**src/rtl/cpu_sram_axi_bridge_if.sv**
```systemverilog
// ---------------------------------------------------------------------------
// cpu_sram_axi_bridge_if
// Single-beat AXI4 bus seen by the CPU SRAM-to-AXI bridge.
//   master modport : the bridge (drives AR/AW/W, R/B ready)
//   slave  modport : the SoC bus / memory model
// Signals
//   araddr/arlen/arsize/arburst/arvalid/arready : read address channel
//   rdata/rvalid/rready                         : read data channel
//   awaddr/awlen/awsize/awburst/awvalid/awready : write address channel
//   wdata/wstrb/wlast/wvalid/wready             : write data channel
//   bvalid/bready                               : write response channel
// rlast and bresp are not carried; the bridge only issues single beats and
// ignores the response code.
// ---------------------------------------------------------------------------
interface cpu_sram_axi_bridge_if #(
  parameter int ADDR_W = 32
);
  logic [ADDR_W-1:0] araddr;
  logic [7:0]        arlen;
  logic [2:0]        arsize;
  logic [1:0]        arburst;
  logic              arvalid;
  logic              arready;

  logic [31:0]       rdata;
  logic              rvalid;
  logic              rready;

  logic [ADDR_W-1:0] awaddr;
  logic [7:0]        awlen;
  logic [2:0]        awsize;
  logic [1:0]        awburst;
  logic              awvalid;
  logic              awready;

  logic [31:0]       wdata;
  logic [3:0]        wstrb;
  logic              wlast;
  logic              wvalid;
  logic              wready;

  logic              bvalid;
  logic              bready;

  modport master (
    output araddr, arlen, arsize, arburst, arvalid,
    input  arready,
    input  rdata, rvalid,
    output rready,
    output awaddr, awlen, awsize, awburst, awvalid,
    input  awready,
    output wdata, wstrb, wlast, wvalid,
    input  wready,
    input  bvalid,
    output bready
  );

  modport slave (
    input  araddr, arlen, arsize, arburst, arvalid,
    output arready,
    output rdata, rvalid,
    input  rready,
    input  awaddr, awlen, awsize, awburst, awvalid,
    output awready,
    input  wdata, wstrb, wlast, wvalid,
    output wready,
    output bvalid,
    input  bready
  );
endinterface

```
**src/rtl/cpu_sram_axi_bridge.sv**
```systemverilog
// ---------------------------------------------------------------------------
// cpu_sram_axi_bridge
// Bridges the CPU inst_sram / data_sram request ports onto a single-beat AXI4
// bus. Data requests win arbitration over fetches; one transaction is in
// flight at a time.
// Ports
//   clk, resetn          : clock, asynchronous active-low reset
//   inst_req/inst_addr   : fetch request, held until inst_data_ok
//   inst_rdata           : fetched word, valid with inst_data_ok
//   inst_data_ok         : 1-cycle fetch completion pulse
//   data_req/data_wen/data_addr/data_wdata : load/store request, held until
//                          data_data_ok; data_wen == 0 means load
//   data_rdata           : load data, valid with data_data_ok
//   data_data_ok         : 1-cycle load-return / store-acknowledge pulse
//   axi                  : AXI master port (cpu_sram_axi_bridge_if.master)
// Build option
//   BRIDGE_RDATA_REG_EN  : register R data on the handshake and return it one
//                          cycle later (state RD_RET). Without it the read
//                          data and read data_ok are combinational from R.
// ---------------------------------------------------------------------------
// state   | meaning
// IDLE    | arbitrate; data_req beats inst_req; latch request
// RD_AR   | arvalid high until arready
// RD_R    | rready high until rvalid
// RD_RET  | registered read data returned with data_ok (option only)
// WR_AW_W | awvalid/wvalid high, each dropped after its own handshake
// WR_B    | bready high until bvalid; data_data_ok with bvalid
// ---------------------------------------------------------------------------
module cpu_sram_axi_bridge #(
  parameter int ADDR_W = 32
) (
  input  logic              clk,
  input  logic              resetn,

  input  logic              inst_req,
  input  logic [ADDR_W-1:0] inst_addr,
  output logic [31:0]       inst_rdata,
  output logic              inst_data_ok,

  input  logic              data_req,
  input  logic [3:0]        data_wen,
  input  logic [ADDR_W-1:0] data_addr,
  input  logic [31:0]       data_wdata,
  output logic [31:0]       data_rdata,
  output logic              data_data_ok,

  cpu_sram_axi_bridge_if.master axi
);

  typedef enum logic [2:0] {
    IDLE    = 3'd0,
    RD_AR   = 3'd1,
    RD_R    = 3'd2,
    RD_RET  = 3'd3,
    WR_AW_W = 3'd4,
    WR_B    = 3'd5
  } state_t;

  state_t            state;
  logic              src_inst;
  logic [ADDR_W-1:0] addr_q;
  logic [3:0]        wen_q;
  logic [31:0]       wdata_q;
  logic              arvalid_q;
  logic              rready_q;
  logic              awvalid_q;
  logic              wvalid_q;
  logic              bready_q;
  logic              aw_ok;
  logic              w_ok;
  logic              rd_done;
  logic [31:0]       rd_word;

`ifdef BRIDGE_RDATA_REG_EN
  logic [31:0]       rdata_q;
`endif

  // A channel counts as done once its valid has dropped, or if it is
  // handshaking this very cycle.
  assign aw_ok = !awvalid_q || axi.awready;
  assign w_ok  = !wvalid_q  || axi.wready;

  always_ff @(posedge clk or negedge resetn) begin
    if (!resetn) begin
      state     <= IDLE;
      src_inst  <= 1'b0;
      addr_q    <= '0;
      wen_q     <= 4'b0000;
      wdata_q   <= 32'h0;
      arvalid_q <= 1'b0;
      rready_q  <= 1'b0;
      awvalid_q <= 1'b0;
      wvalid_q  <= 1'b0;
      bready_q  <= 1'b0;
`ifdef BRIDGE_RDATA_REG_EN
      rdata_q   <= 32'h0;
`endif
    end else begin
      case (state)
        IDLE: begin
          if (data_req) begin
            src_inst <= 1'b0;
            addr_q   <= data_addr;
            wen_q    <= data_wen;
            wdata_q  <= data_wdata;
            if (data_wen == 4'b0000) begin
              arvalid_q <= 1'b1;
              state     <= RD_AR;
            end else begin
              awvalid_q <= 1'b1;
              wvalid_q  <= 1'b1;
              state     <= WR_AW_W;
            end
          end else if (inst_req) begin
            src_inst  <= 1'b1;
            addr_q    <= inst_addr;
            wen_q     <= 4'b0000;
            arvalid_q <= 1'b1;
            state     <= RD_AR;
          end
        end
        RD_AR: begin
          if (axi.arready) begin
            arvalid_q <= 1'b0;
            rready_q  <= 1'b1;
            state     <= RD_R;
          end
        end
        RD_R: begin
          if (axi.rvalid) begin
            rready_q <= 1'b0;
`ifdef BRIDGE_RDATA_REG_EN
            rdata_q  <= axi.rdata;
            state    <= RD_RET;
`else
            state    <= IDLE;
`endif
          end
        end
        RD_RET: begin
          state <= IDLE;
        end
        WR_AW_W: begin
          if (axi.awready) awvalid_q <= 1'b0;
          if (axi.wready)  wvalid_q  <= 1'b0;
          if (aw_ok && w_ok) begin
            bready_q <= 1'b1;
            state    <= WR_B;
          end
        end
        WR_B: begin
          if (axi.bvalid) begin
            bready_q <= 1'b0;
            state    <= IDLE;
          end
        end
        default: state <= IDLE;
      endcase
    end
  end

`ifdef BRIDGE_RDATA_REG_EN
  assign rd_done = (state == RD_RET);
  assign rd_word = rdata_q;
`else
  assign rd_done = (state == RD_R) && axi.rvalid;
  assign rd_word = axi.rdata;
`endif

  // Both sources share the returned word; it is only meaningful with the
  // matching data_ok, and only one data_ok can be high at a time.
  assign inst_rdata   = rd_word;
  assign data_rdata   = rd_word;
  assign inst_data_ok = rd_done && src_inst;
  assign data_data_ok = (rd_done && !src_inst) || ((state == WR_B) && axi.bvalid);

  assign axi.araddr  = addr_q;
  assign axi.arlen   = 8'd0;
  assign axi.arsize  = 3'd2;
  assign axi.arburst = 2'b01;
  assign axi.arvalid = arvalid_q;
  assign axi.rready  = rready_q;

  assign axi.awaddr  = addr_q;
  assign axi.awlen   = 8'd0;
  assign axi.awsize  = 3'd2;
  assign axi.awburst = 2'b01;
  assign axi.awvalid = awvalid_q;

  assign axi.wdata   = wdata_q;
  assign axi.wstrb   = wen_q;
  assign axi.wlast   = 1'b1;
  assign axi.wvalid  = wvalid_q;

  assign axi.bready  = bready_q;

endmodule
```
**src/flat_wrapper.sv**
```systemverilog
// flat-port wrapper written by rule: the top's interface ports become plain ports
module cpu_sram_axi_bridge_flat 
#(
  parameter int ADDR_W = 32
)
  (clk, resetn, inst_req, inst_addr, inst_rdata, inst_data_ok, data_req, data_wen, data_addr, data_wdata, data_rdata, data_data_ok, axi_araddr, axi_arlen, axi_arsize, axi_arburst, axi_arvalid, axi_arready, axi_rdata, axi_rvalid, axi_rready, axi_awaddr, axi_awlen, axi_awsize, axi_awburst, axi_awvalid, axi_awready, axi_wdata, axi_wstrb, axi_wlast, axi_wvalid, axi_wready, axi_bvalid, axi_bready);
  cpu_sram_axi_bridge_if #(.ADDR_W(ADDR_W)) axi_i ();
  input  logic clk;
  input  logic resetn;
  input  logic inst_req;
  input  logic [ADDR_W-1:0] inst_addr;
  output logic [31:0] inst_rdata;
  output logic inst_data_ok;
  input  logic data_req;
  input  logic [3:0] data_wen;
  input  logic [ADDR_W-1:0] data_addr;
  input  logic [31:0] data_wdata;
  output logic [31:0] data_rdata;
  output logic data_data_ok;
  output wire logic [$bits(axi_i.araddr)-1:0] axi_araddr;
  output wire logic [$bits(axi_i.arlen)-1:0] axi_arlen;
  output wire logic [$bits(axi_i.arsize)-1:0] axi_arsize;
  output wire logic [$bits(axi_i.arburst)-1:0] axi_arburst;
  output wire logic [$bits(axi_i.arvalid)-1:0] axi_arvalid;
  input wire logic [$bits(axi_i.arready)-1:0] axi_arready;
  input wire logic [$bits(axi_i.rdata)-1:0] axi_rdata;
  input wire logic [$bits(axi_i.rvalid)-1:0] axi_rvalid;
  output wire logic [$bits(axi_i.rready)-1:0] axi_rready;
  output wire logic [$bits(axi_i.awaddr)-1:0] axi_awaddr;
  output wire logic [$bits(axi_i.awlen)-1:0] axi_awlen;
  output wire logic [$bits(axi_i.awsize)-1:0] axi_awsize;
  output wire logic [$bits(axi_i.awburst)-1:0] axi_awburst;
  output wire logic [$bits(axi_i.awvalid)-1:0] axi_awvalid;
  input wire logic [$bits(axi_i.awready)-1:0] axi_awready;
  output wire logic [$bits(axi_i.wdata)-1:0] axi_wdata;
  output wire logic [$bits(axi_i.wstrb)-1:0] axi_wstrb;
  output wire logic [$bits(axi_i.wlast)-1:0] axi_wlast;
  output wire logic [$bits(axi_i.wvalid)-1:0] axi_wvalid;
  input wire logic [$bits(axi_i.wready)-1:0] axi_wready;
  input wire logic [$bits(axi_i.bvalid)-1:0] axi_bvalid;
  output wire logic [$bits(axi_i.bready)-1:0] axi_bready;
  assign axi_araddr = axi_i.araddr;
  assign axi_arlen = axi_i.arlen;
  assign axi_arsize = axi_i.arsize;
  assign axi_arburst = axi_i.arburst;
  assign axi_arvalid = axi_i.arvalid;
  assign axi_i.arready = axi_arready;
  assign axi_i.rdata = axi_rdata;
  assign axi_i.rvalid = axi_rvalid;
  assign axi_rready = axi_i.rready;
  assign axi_awaddr = axi_i.awaddr;
  assign axi_awlen = axi_i.awlen;
  assign axi_awsize = axi_i.awsize;
  assign axi_awburst = axi_i.awburst;
  assign axi_awvalid = axi_i.awvalid;
  assign axi_i.awready = axi_awready;
  assign axi_wdata = axi_i.wdata;
  assign axi_wstrb = axi_i.wstrb;
  assign axi_wlast = axi_i.wlast;
  assign axi_wvalid = axi_i.wvalid;
  assign axi_i.wready = axi_wready;
  assign axi_i.bvalid = axi_bvalid;
  assign axi_bready = axi_i.bready;
  cpu_sram_axi_bridge #(.ADDR_W(ADDR_W)) u_core (.clk(clk), .resetn(resetn), .inst_req(inst_req), .inst_addr(inst_addr), .inst_rdata(inst_rdata), .inst_data_ok(inst_data_ok), .data_req(data_req), .data_wen(data_wen), .data_addr(data_addr), .data_wdata(data_wdata), .data_rdata(data_rdata), .data_data_ok(data_data_ok), .axi(axi_i));
endmodule
```
**config.mk**
```make
export PLATFORM = sky130hd
export DESIGN_NAME = cpu_sram_axi_bridge_flat
export DESIGN_NICKNAME = d
export VERILOG_FILES = /design/src/rtl/cpu_sram_axi_bridge_if.sv /design/src/rtl/cpu_sram_axi_bridge.sv /design/src/flat_wrapper.sv
export SDC_FILE = /design/constraint.sdc
export NUM_CORES = 1
export LEC_CHECK = 0
export BUFFER_PORTS_ARGS = -buffer_cell sky130_fd_sc_hd__buf_2
export CAP_MARGIN = 20
export CORE_AREA = 8 8 126 128
export DETAILED_ROUTE_END_ITERATION = 10
export DIE_AREA = 0 0 134 136
export HOLD_SLACK_MARGIN = 0.03
export MAX_ROUTING_LAYER = met4
export PLACE_DENSITY = 0.65
export SLEW_MARGIN = 25
export SYNTH_ARGS = -nofsm -noshare
export SYNTH_HDL_FRONTEND = slang
export SYNTH_SLANG_ARGS = --single-unit
```
**constraint.sdc**
```tcl
create_clock -name clk -period 1.7 [get_ports clk]
set_input_delay 0.255 -clock clk [delete_from_list [all_inputs] [get_ports clk]]
set_output_delay 0.255 -clock clk [all_outputs]
set_load 0.02 [all_outputs]
```
==> results.cfg <==
[critical_path]
crit_fanout = 3
cp-start-kind = flop
critPathCaptureType = primary output
path_class = reg -> out
cp.arrival_ns = 1.43
startpoint = u_core.state[2]
cp.required_ns = 1.44
worstReg2RegStart = u_core.state[1]

[finish]
multiInputGateArea_mm2 = 0.00140
nFillCells = 1412
finalNetCount = 673
finalNonFillerCells = 721
layout_common_cells = buf_2, dfrtp_1, nor2_1, a21oi_1
drive_gt1_share_pct = 47.7
final_common_cell = buf_2
n_antenna_cell = 0
syn_to_final_growth_pct = 21.1
ff_latch_area_mm2 = 0.00193

[pwr]
total_power_mw = 10.6
power_leakage_nw = 2.60
peakVddDrop_v = 0.00108
p_per_area_mw_per_mm2 = 2050

[hold_path]
worstHoldPathType = in -> reg
hold_start = data_wdata[31]

[grt]
grt_pass1_vias = 3318
grt_max_degree = 52
globalRouteTotalUtil_pct = 12.3
overflow = 0
grt_first_pass_wirelength_um = 17300
antenna_found_initial = 0

[clock_network]
cts_tree = done
root_buffer = clkbuf_16
cts_buffers = 9
htree_num_levels = 3
clk_pin_slew_ns = 0.06
clock_path_buffers = 2
numClockSinks = 77
clock_latency_ns = 0.34

[drt]
routedWlPerCell_um = 15.7
num_vias = 3077
dr.pass1.iters = 4
drc_errors = 0
wl_um = 11300
via_per_inst = 4.27
drt_iter0_markers = 73
ant_nets = 0

[floorplan]
rows = 44
core_area_mm2 = 0.0140
io_pins = 339
start_util_pct = 30.3
dieArea_mm2 = 0.0182
dieWidth_um = 134
die_y_um = 136

[sta]
max_freq_mhz = 592
slew_headroom_pct = 64.6
drv_slew = 0
period_minus_slack_ns = 1.69
rsz0062_at_grt = true
hold_violations = 0
fin_skew_ns = 0.00757
setup_viol = 0
period_share_pct = 99.3
worst_pin_slew_ns = 0.531

[run]
cap_violations = 0

[yosys]
seq_area_frac_synth_pct = 45.3
synth.cell_area_mm2 = 0.00425
async_flop_share_pct = 100
yosys_warnings = 0
synth_flop_cell = dfrtp_1
synth_cell_type_count = 30
ys_ff_latch = 77
syn_inst = 404
synth_edf_count = 0
syn_avg_cell_area_um2 = 10.5

[place]
portBuffers = 215
dp.cells = 697
dpl.hpwl_um = 9020
gp_congestion = 0.781

[run_status]
status = finished clean
[path summary, 6_finish.rpt]
| kind | endpoint | slack [ns] | cells past startpoint |
|---|---|---|---|
| setup / recovery | data_data_ok | 0.01 | 6 |
| hold / removal | u_core.axi.wdata[31] | 0.13 | 2 |
| setup reg to reg | u_core.state[0] | 0.05 | 5 |
| hold reg to reg | u_core.axi.wdata[4] | 0.48 | 1 |
| max in group asynchronous | u_core.state[0] | 0.74 | 3 |
| min in group asynchronous | u_core.axi.wdata[14] | 0.37 | 2 |
[cell usage after synthesis (2+ instances only)]
library cell	number	area share (%)
or4_1	2	0.35
buf_2	12	1.4
mux2i_1	32	7.5
buf_6	2	0.53
nor2b_1	2	0.29
or3b_1	2	0.41
inv_1	2	0.18
buf_4	126	22
conb_1	2	0.18
o22ai_1	3	0.44
and3_1	2	0.29
a31oi_1	4	0.59
a22o_1	4	0.82
nand2_1	11	0.97
a21oi_1	38	4.5
mux2_1	32	8.5
dfrtp_1	77	45
nor2_1	38	3.4
inv_2	2	0.18
[worst max-delay path, cell delays in order (launching register included)]
cell,delay [ns]
dfrtp_1,0.39
buf_6,0.13
inv_4,0.04
and3_4,0.17
nand2_2,0.05
o22ai_2,0.17
buf_6,0.14
[cell type report]
class / count / area share [%]
timing repair buffer: 233 / 24.8
sequential: 77 / 37.5
clock inverter: 6 / 1.24
clock buffer: 10 / 4.45
inverter: 4 / 0.340
tap: 184 / 4.47
multi-input combinational: 207 / 27.2
[repair_timing]
item	4_1_cts	5_1_grt
hold buffers	1	0
buffers inserted	5	2
gates cloned	0	0
resized for setup	9	4
pin swaps	3	2
endpoints found under the hold margin	26	0
endpoints found under the setup margin	2	31
[flip-flops by register name, indices dropped and copies added, names as in the netlist]
name / cells
u_core.axi.rready: 1
u_core.axi.bready: 1
u_core.axi.arvalid: 1
u_core.axi.wstrb: 4
u_core.axi.awvalid: 1
u_core.src_inst: 1
u_core.axi.wvalid: 1
u_core.state: 3
u_core.axi.araddr: 32
u_core.axi.wdata: 32
[power by group]
part	internal [mW]	total, mW	switching (mW)
Sequential	2.76	3.32	0.560
Combinational	1.99	5.35	3.36
Clock	1.13	1.89	0.758
Total	5.88	10.6	4.68
[cells by family (layout without fill, tap and decap cells)]
family	count (synthesis)	count (layout)	share of synthesized area (%)
other	2	27	0.177
buffers and inverters	145	253	24.6
and+or+nand+nor	62	62	6.77
AOI/OAI and AO/OA	54	54	7.09
DFF	77	77	45.3
muxes	64	64	16.0
[routing by layer]
layer  routed length, um  part of all wire [%]  global-route usage (%)  vias to the layer above
met5                   0                     0                       -                        -
met4                 199                   1.8                    4.37                        0
met3                1050                   9.3                    5.36                       19
met2                5740                    51                    21.1                      152
met1                4300                    38                    12.4                     1445
li1                    -                     -                       -                     1461
[stage by stage]
step                      cell area (um^2)  hold slack (ns)  setup slack (ns)  TNS, ns  utilization (%)
final                                 5150            0.132            0.0118        0             36.7
after global routing                  5150            0.115           -0.0571   -0.104             36.7
after CTS                             5120            0.113           -0.0315  -0.0315             36.5
after detailed placement              4750            0.188            0.0697        0             33.9
after global placement                4750            0.188             0.134        0             33.9
after floorplan                       4350          -0.0406             0.213        0                -
(Power assumes the default switching activity.)
